<file path="src/rtl/ps2_host_tx.sv">
// rtl/ps2_host_tx.sv - PS/2 host-to-device command byte transmitter
// Optional three-attempt retry on failure: define PS2_HOST_TX_RETRY_EN.
module ps2_host_tx #(
  parameter int INHIBIT_CYCLES       = 5000,
  parameter int START_TIMEOUT_CYCLES = 750000,
  parameter int XFER_TIMEOUT_CYCLES  = 100000,
  parameter int TIMER_W              = 20
) (
  input  logic       CLOCK_50,
  input  logic       reset,
  input  logic [7:0] cmd_data,
  input  logic       cmd_send,
  output logic       cmd_busy,
  output logic       cmd_done,
  output logic       cmd_error,
  input  logic       ps2_clk_in,
  input  logic       ps2_dat_in,
  output logic       ps2_clk_oe,
  output logic       ps2_dat_oe
);

  typedef enum logic [2:0] {
    S_IDLE,
    S_INHIBIT,
    S_REQ,
    S_SEND,
    S_WAIT_IDLE,
    S_FAIL
  } state_t;

  // Timer compare values are "last cycle" counts: the timer starts at 0 on entry.
  localparam logic [TIMER_W-1:0] INHIBIT_LAST = TIMER_W'(INHIBIT_CYCLES - 1);
  localparam logic [TIMER_W-1:0] START_LAST   = TIMER_W'(START_TIMEOUT_CYCLES - 1);
  localparam logic [TIMER_W-1:0] XFER_LAST    = TIMER_W'(XFER_TIMEOUT_CYCLES - 1);

  state_t             state, state_nx;
  logic [TIMER_W-1:0] timer, timer_nx, timer_inc;
  logic [3:0]         edge_cnt, edge_cnt_nx;
  logic [7:0]         data_q, data_nx;
  logic [1:0]         clk_sync, dat_sync;
  logic               clk_prev;
  logic               clk_s, dat_s, clk_fall;
  logic [10:0]        frame;
`ifdef PS2_HOST_TX_RETRY_EN
  logic [1:0]         retry_cnt, retry_nx;
`endif

  // Bring the open-drain pad values into CLOCK_50 and remember the last synced clock
  always_ff @(posedge CLOCK_50 or posedge reset) begin
    if (reset) begin
      clk_sync <= 2'b11;
      dat_sync <= 2'b11;
      clk_prev <= 1'b1;
    end else begin
      clk_sync <= {clk_sync[0], ps2_clk_in};
      dat_sync <= {dat_sync[0], ps2_dat_in};
      clk_prev <= clk_sync[1];
    end
  end

  assign clk_s    = clk_sync[1];
  assign dat_s    = dat_sync[1];
  assign clk_fall = clk_prev & ~clk_s;

  // Frame bit k is what the line carries after falling edge k (k = 0 is the start bit)
  assign frame     = {1'b1, ~^data_q, data_q, 1'b0};
  assign timer_inc = (timer == {TIMER_W{1'b1}}) ? timer : timer + 1'b1;

  // FSM state, cycle timer, edge counter and latched byte
  always_ff @(posedge CLOCK_50 or posedge reset) begin
    if (reset) begin
      state     <= S_IDLE;
      timer     <= '0;
      edge_cnt  <= 4'd0;
      data_q    <= 8'd0;
`ifdef PS2_HOST_TX_RETRY_EN
      retry_cnt <= 2'd0;
`endif
    end else begin
      state     <= state_nx;
      timer     <= timer_nx;
      edge_cnt  <= edge_cnt_nx;
      data_q    <= data_nx;
`ifdef PS2_HOST_TX_RETRY_EN
      retry_cnt <= retry_nx;
`endif
    end
  end

  // Next-state, line drive and handshake outputs, all decoded from registered state
  always_comb begin
    state_nx    = state;
    timer_nx    = timer_inc;
    edge_cnt_nx = edge_cnt;
    data_nx     = data_q;
`ifdef PS2_HOST_TX_RETRY_EN
    retry_nx    = retry_cnt;
`endif
    ps2_clk_oe  = 1'b0;
    ps2_dat_oe  = 1'b0;
    cmd_done    = 1'b0;
    cmd_error   = 1'b0;
    case (state)
      S_IDLE: begin
        timer_nx = '0;
        if (cmd_send) begin
          data_nx     = cmd_data;
          edge_cnt_nx = 4'd0;
          state_nx    = S_INHIBIT;
`ifdef PS2_HOST_TX_RETRY_EN
          retry_nx    = 2'd0;
`endif
        end
      end
      S_INHIBIT: begin
        ps2_clk_oe = 1'b1;
        if (timer == INHIBIT_LAST) begin
          timer_nx = '0;
          state_nx = S_REQ;
        end
      end
      S_REQ: begin
        ps2_dat_oe = ~frame[edge_cnt];
        if (clk_fall) begin
          edge_cnt_nx = 4'd1;
          timer_nx    = '0;
          state_nx    = S_SEND;
        end else if (timer == START_LAST) begin
          state_nx = S_FAIL;
        end
      end
      S_SEND: begin
        ps2_dat_oe = ~frame[edge_cnt];
        // The eleventh falling edge carries the device ACK; it wins over a same-cycle timeout
        if (clk_fall && edge_cnt == 4'd10) begin
          state_nx = dat_s ? S_FAIL : S_WAIT_IDLE;
        end else if (timer == XFER_LAST) begin
          state_nx = S_FAIL;
        end else if (clk_fall) begin
          edge_cnt_nx = edge_cnt + 4'd1;
        end
      end
      S_WAIT_IDLE: begin
        if (clk_s && dat_s) begin
          cmd_done = 1'b1;
          state_nx = S_IDLE;
        end else if (timer == XFER_LAST) begin
          state_nx = S_FAIL;
        end
      end
      S_FAIL: begin
`ifdef PS2_HOST_TX_RETRY_EN
        if (retry_cnt != 2'd2) begin
          retry_nx    = retry_cnt + 2'd1;
          timer_nx    = '0;
          edge_cnt_nx = 4'd0;
          state_nx    = S_INHIBIT;
        end else begin
          cmd_error = 1'b1;
          state_nx  = S_IDLE;
        end
`else
        cmd_error = 1'b1;
        state_nx  = S_IDLE;
`endif
      end
      default: state_nx = S_IDLE;
    endcase
    cmd_busy = (state != S_IDLE) && !cmd_done && !cmd_error;
  end

endmodule

</file>
<file path="config.mk">
export PLATFORM = sky130hd
export DESIGN_NAME = ps2_host_tx
export DESIGN_NICKNAME = d
export VERILOG_FILES = /design/src/rtl/ps2_host_tx.sv
export SDC_FILE = /design/constraint.sdc
export NUM_CORES = 1
export LEC_CHECK = 0
export CORE_MARGIN = 5
export CORE_UTILIZATION = 35
export DETAILED_ROUTE_END_ITERATION = 16
export PLACE_DENSITY = 0.56
export SETUP_SLACK_MARGIN = 0.4
export SLEW_MARGIN = 15
export SYNTH_ARGS = -nofsm -noshare
export SYNTH_HDL_FRONTEND = slang
export SYNTH_SLANG_ARGS = --single-unit
</file>
<file path="constraint.sdc">
create_clock -name CLOCK_50 -period 2.07 [get_ports CLOCK_50]
set_clock_uncertainty 0.05 [all_clocks]
set_input_delay 0.414 -clock CLOCK_50 [delete_from_list [all_inputs] [get_ports CLOCK_50]]
set_output_delay 0.414 -clock CLOCK_50 [all_outputs]
set_load 0.1 [all_outputs]
</file>
======== Word-level counts from Yosys, hierarchy flattened ========
Index checks and enable logic that the tools add are counted.
storage, ports and cells
  word-level logic and storage cells ...... 70
  output and inout bits ................... 5
  input bits .............................. 13
  register bits ........................... 40
cells by class
  equality and inequality tests ........... 17
  order comparisons ....................... 1
  reductions and logical operators ........ 14
  add/sub/neg operators ................... 2
  muxes and demuxes ....................... 26
  bitwise operators ....................... 3
operators by type and width
  operator               count
  $mux 20                3
  $pmux 20 s3            1
  $eq 20x20->1 const B   2
  $mux 3                 7
  $add 20x1->20 const B  1
  $eq 20x13->1 const B   1
  $eq 20x17->1 const B   1
  $mux 4                 5
  $pmux 3 s5             1
  $ne 2x2->1 const B     6
  $pmux 4 s3             1
  $reduce_xnor 8->1      1
  $mux 1                 7
  $eq 3x2->1 const B     2
  $eq 3x3->1 const B     2
  $reduce_and 6->1       1
  $reduce_bool 3->1      2
  $lt 4x5->1 const B     1
  $add 4x1->4 const B    1
  $bmux 1 s4             1
  $eq 4x4->1 const B     1
  $logic_and 1x1->1      4
  $eq 3x1->1 const B     1
  $logic_not 3->1        1
  other kinds (7)        9

======== Depth between registers and ports, before layout ========
  word-level depth ........................ 6
  depth in mapped cells ................... 8

======== Least setup slack after synthesis ========
No wires, ideal clock.
  path type ............................... flip-flop to output port
  start point ............................. reg state[2]
  end point ............................... out cmd_done
  path buffers ............................ 1
  cell stages (with the launch flop) ...... 4
  setup slack ............................. -1.940 ns
  arrival ................................. 3.546 ns
  data required time ...................... 1.606 ns
  cells stage by stage .................... dfrtp_1 clkbuf_1 inv_1 nor4_1
between the ends
  word-level cells in the longest chain between the ends .. 2
RTL lines
  what                    line  text
  from (decl)             36    state_t state, state_nx;
  from (signal assigned)  80    state <= state_nx;
  $eq 3x3->1              103   case (state)
  $mux 1                  103
  to (decl)               14    output logic cmd_done,
No other way between the ends.

======== Worst setup path in the final report ========
  start point ............................. reg edge_cnt[0]
  end point ............................... out ps2_dat_oe
between the ends
  word-level cells in the longest chain between the ends .. 4
RTL lines
  what                          line      text
  from (decl)                   38        logic [3:0] edge_cnt, edge_cnt_nx;
  from (signal assigned)        82        edge_cnt <= edge_cnt_nx;
  $bmux 1 s4                    123, 133
  $mux 1 (implied by the code)  123, 133
  $not 1->1                     123, 133
  $mux 1                        --
  to (decl)                     19        output logic ps2_dat_oe
No other way between the ends. The select of a mux whose other input is x is not followed.

==> results.cfg <==
[critical_path]
crit_end = ps2_dat_oe
required_ps = 1610
rr_startpoint = timer[3]
critPathArrivalTime_ps = 1920
end_kind = output port
rr_worst_depth = 6
reg2reg_setup_slack_ps = 90
cp-startpoint = edge_cnt[0]
worst-path-max-fanout = 4
crit_slowest_cell = dfrtp_2
worst_setup_path_start_kind = flip-flop
r2r-end = timer[8]
crit_chain = mux2_4, a221o_1, o221ai_2, and3_4, buf_12
worstSetupPathType = reg -> out
max_stage_delay_ps = 450

[synthesis]
synth-main-ff-cell = dfrtp_1
synth.distinct_cells = 55
synth_edf_count = 0
syn-num-nets = 277
yosysWarnings = 0
synth_top_area_share_pct = 37.2
syn_area_per_cell_sq_um = 9.03
yosysTopAreaCell = dfrtp_1
syn_area_sq_mm = 0.00236
yosys_register_bits = 40
synthTopCellsByArea = dfrtp_1, nand2_1, dfstp_2, nor2_1, xor2_1
synthArstFlopShare_pct = 100
yosysSeqAreaShare_pct = 42.7
syn_inst = 261

[global_route]
grtUsageTotal_pct = 14.9
grt_pass1_vias = 1995
antenna_found_initial = 0
grt_max_degree = 41
grt_pass1_wl_um = 10100
overflow = 0

[detailed_routing]
drt_iter0_drc = 92
ant_nets = 0
avgViaCountPerCell = 5.36
vias = 2140
routed_wl_um = 6340
firstDrtPassIters = 4
drc = 0
wl_per_cell_um = 15.9

[clock_tree]
cts_buffers = 5
cts.htree.levels = 2
postCtsHoldBufs = 0
cts_tree = built
cts-root-buf = clkbuf_8
clk_latency_ps = 310
cts.sinks = 40
cts.clk_slew.worst_paths_ps = 90
clock_path_buffers = 2

[status]
failed_checks = negative setup slack
status = complete, but fails checks

[cells_and_area]
final_common_cell = nand2_1
final_cell_mix = nand2_1, buf_4, dfrtp_1, clkdlybuf4s50_1, nor2_1
area_delta_synth_final_pct = 52.4
diodes = 0
drive_above_1_share_pct = 45.1
nets = 334
final_cell_area_sq_mm = 0.00359
post-route-util_pct = 53.8

[place]
place.port_buffers = 17
gp_congestion = 0.802
placed_area_sq_mm = 0.00288
dp_hpwl_um = 4040

[pwr]
p_leak_nw = 1.45
pwr_density_cell_mw_per_mm2 = 425
irDropWorstVdd_uv = 285

[min_path]
hp-class = reg -> reg

[die]
rows = 30
die_h_um = 92.1
core_sq_mm = 0.00668
die_x_um = 92.1
die_area_sq_mm = 0.00848
start_util_pct = 35.3
pin_count = 18

[timing]
rsz0062_at_grt = true
post-route-period-util_pct = 115
post-route-worst-setup-slack_ps = -315
finalHoldViolCount = 0
drv_slew = 0
worst_pin_slew_ps = 362
slew_headroom_pct = 75.7
layout_min_cycle_time_ps = 2390
finalSetupViolCount = 1
fmax_mhz = 419

[run]
drv_cap = 0
## metal layers
layer  routed length, um  GRT usage [%]
met5                   0              0
met4                 149           5.69
met3                 142           2.87
met2                2920           21.4
met1                3130           21.8
## final cells by class
type                    count  area (sq um)
flip-flops and latches     40          1020
clock inverters             3          46.3
fillers                   563          3090
multi-input cells         203          1700
inverters                   8          30.0
well taps                  80           100
clock buffers               5          68.8
repair buffers             60           631
## worst max-delay path, delay by kind of cell, from the launching register on
family | cells | cell delay [ps]
AO/OA/AOI/OAI | 2 | 480
buffers and inverters | 1 | 170
flip-flops | 1 | 450
multiplexers | 1 | 310
AND/OR/NAND/NOR | 1 | 210
## kinds of logic (layout without fill, tap and decap cells)
family | Yosys count | in the layout | share of synthesized area [%]
AOI/OAI and AO/OA | 49 | 49 | 14.6
DFF | 40 | 40 | 42.7
muxes | 4 | 4 | 2.28
xor gates and xnor gates | 17 | 17 | 6.32
and+or+nand+nor | 130 | 130 | 29.2
buffers and inverters | 18 | 76 | 3.29
adders and majority gates | 3 | 3 | 1.59
## per-stage QoR
step                      hold slack (ps)  setup WS (ps)  TNS (ps)  cells  total power, W
after detailed placement              297          -47.8     -47.8    366        0.000857
final                                 311           -315      -315    399         0.00153
after global routing                  314           -371      -371    399         0.00158
after CTS                             311           -365      -365    394         0.00154
after global placement                299          -6.84     -6.84    366        0.000857
after floorplan                       295          -73.9      -144    261        0.000822
## worst min-delay path by stage
stage | startpoint | endpoint | slack (ps) | depth (start not counted)
2_1_floorplan | clk_sync[0] | clk_sync[1] | 300 | 0
3_3_place_gp | dat_sync[0] | dat_sync[1] | 300 | 0
3_5_place_dp | clk_sync[0] | clk_sync[1] | 300 | 0
4_1_cts | clk_sync[0] | clk_sync[1] | 310 | 0
5_1_grt | clk_sync[0] | clk_sync[1] | 310 | 0
6_report | clk_sync[0] | clk_sync[1] | 310 | 0
## report_power, final
group / switching (W) / internal, W
clock: 0.000319 / 0.000364
sequential: 0.00000381 / 0.000790
combinational: 0.0000234 / 0.0000260
total: 0.000347 / 0.00118
## cell usage after synthesis, types with 4 or more instances
| master | instances |
|---|---|
| nand2_1 | 40 |
| dfrtp_1 | 35 |
| nor2_1 | 24 |
| o21ai_0 | 12 |
| a21oi_1 | 10 |
| xor2_1 | 10 |
| inv_1 | 8 |
| nand3_1 | 8 |
| nor3_1 | 8 |
| clkbuf_1 | 7 |
| nand4_1 | 7 |
| xnor2_1 | 7 |
| nor2b_1 | 6 |
| and2_1 | 5 |
| dfstp_2 | 5 |
| or3_1 | 5 |
| and3_1 | 4 |
| nand2b_1 | 4 |
| o211ai_1 | 4 |
## state kept, by name, summed over array words and instances (netlist names)
| signal | cells |
|---|---|
| state | 3 |
| clk_sync | 2 |
| clk_prev | 1 |
| dat_sync | 2 |
| timer | 20 |
| data_q | 8 |
| edge_cnt | 4 |
## repair_timing
item                                    4_1_cts  5_1_grt
gates cloned                                  2        0
endpoints found under the setup margin       32       32
setup buffers                                18        5
pin swaps                                    23       18
resized for setup                            42       62
hold endpoints to repair                      0        0
Power figures use the tool's default switching activity.
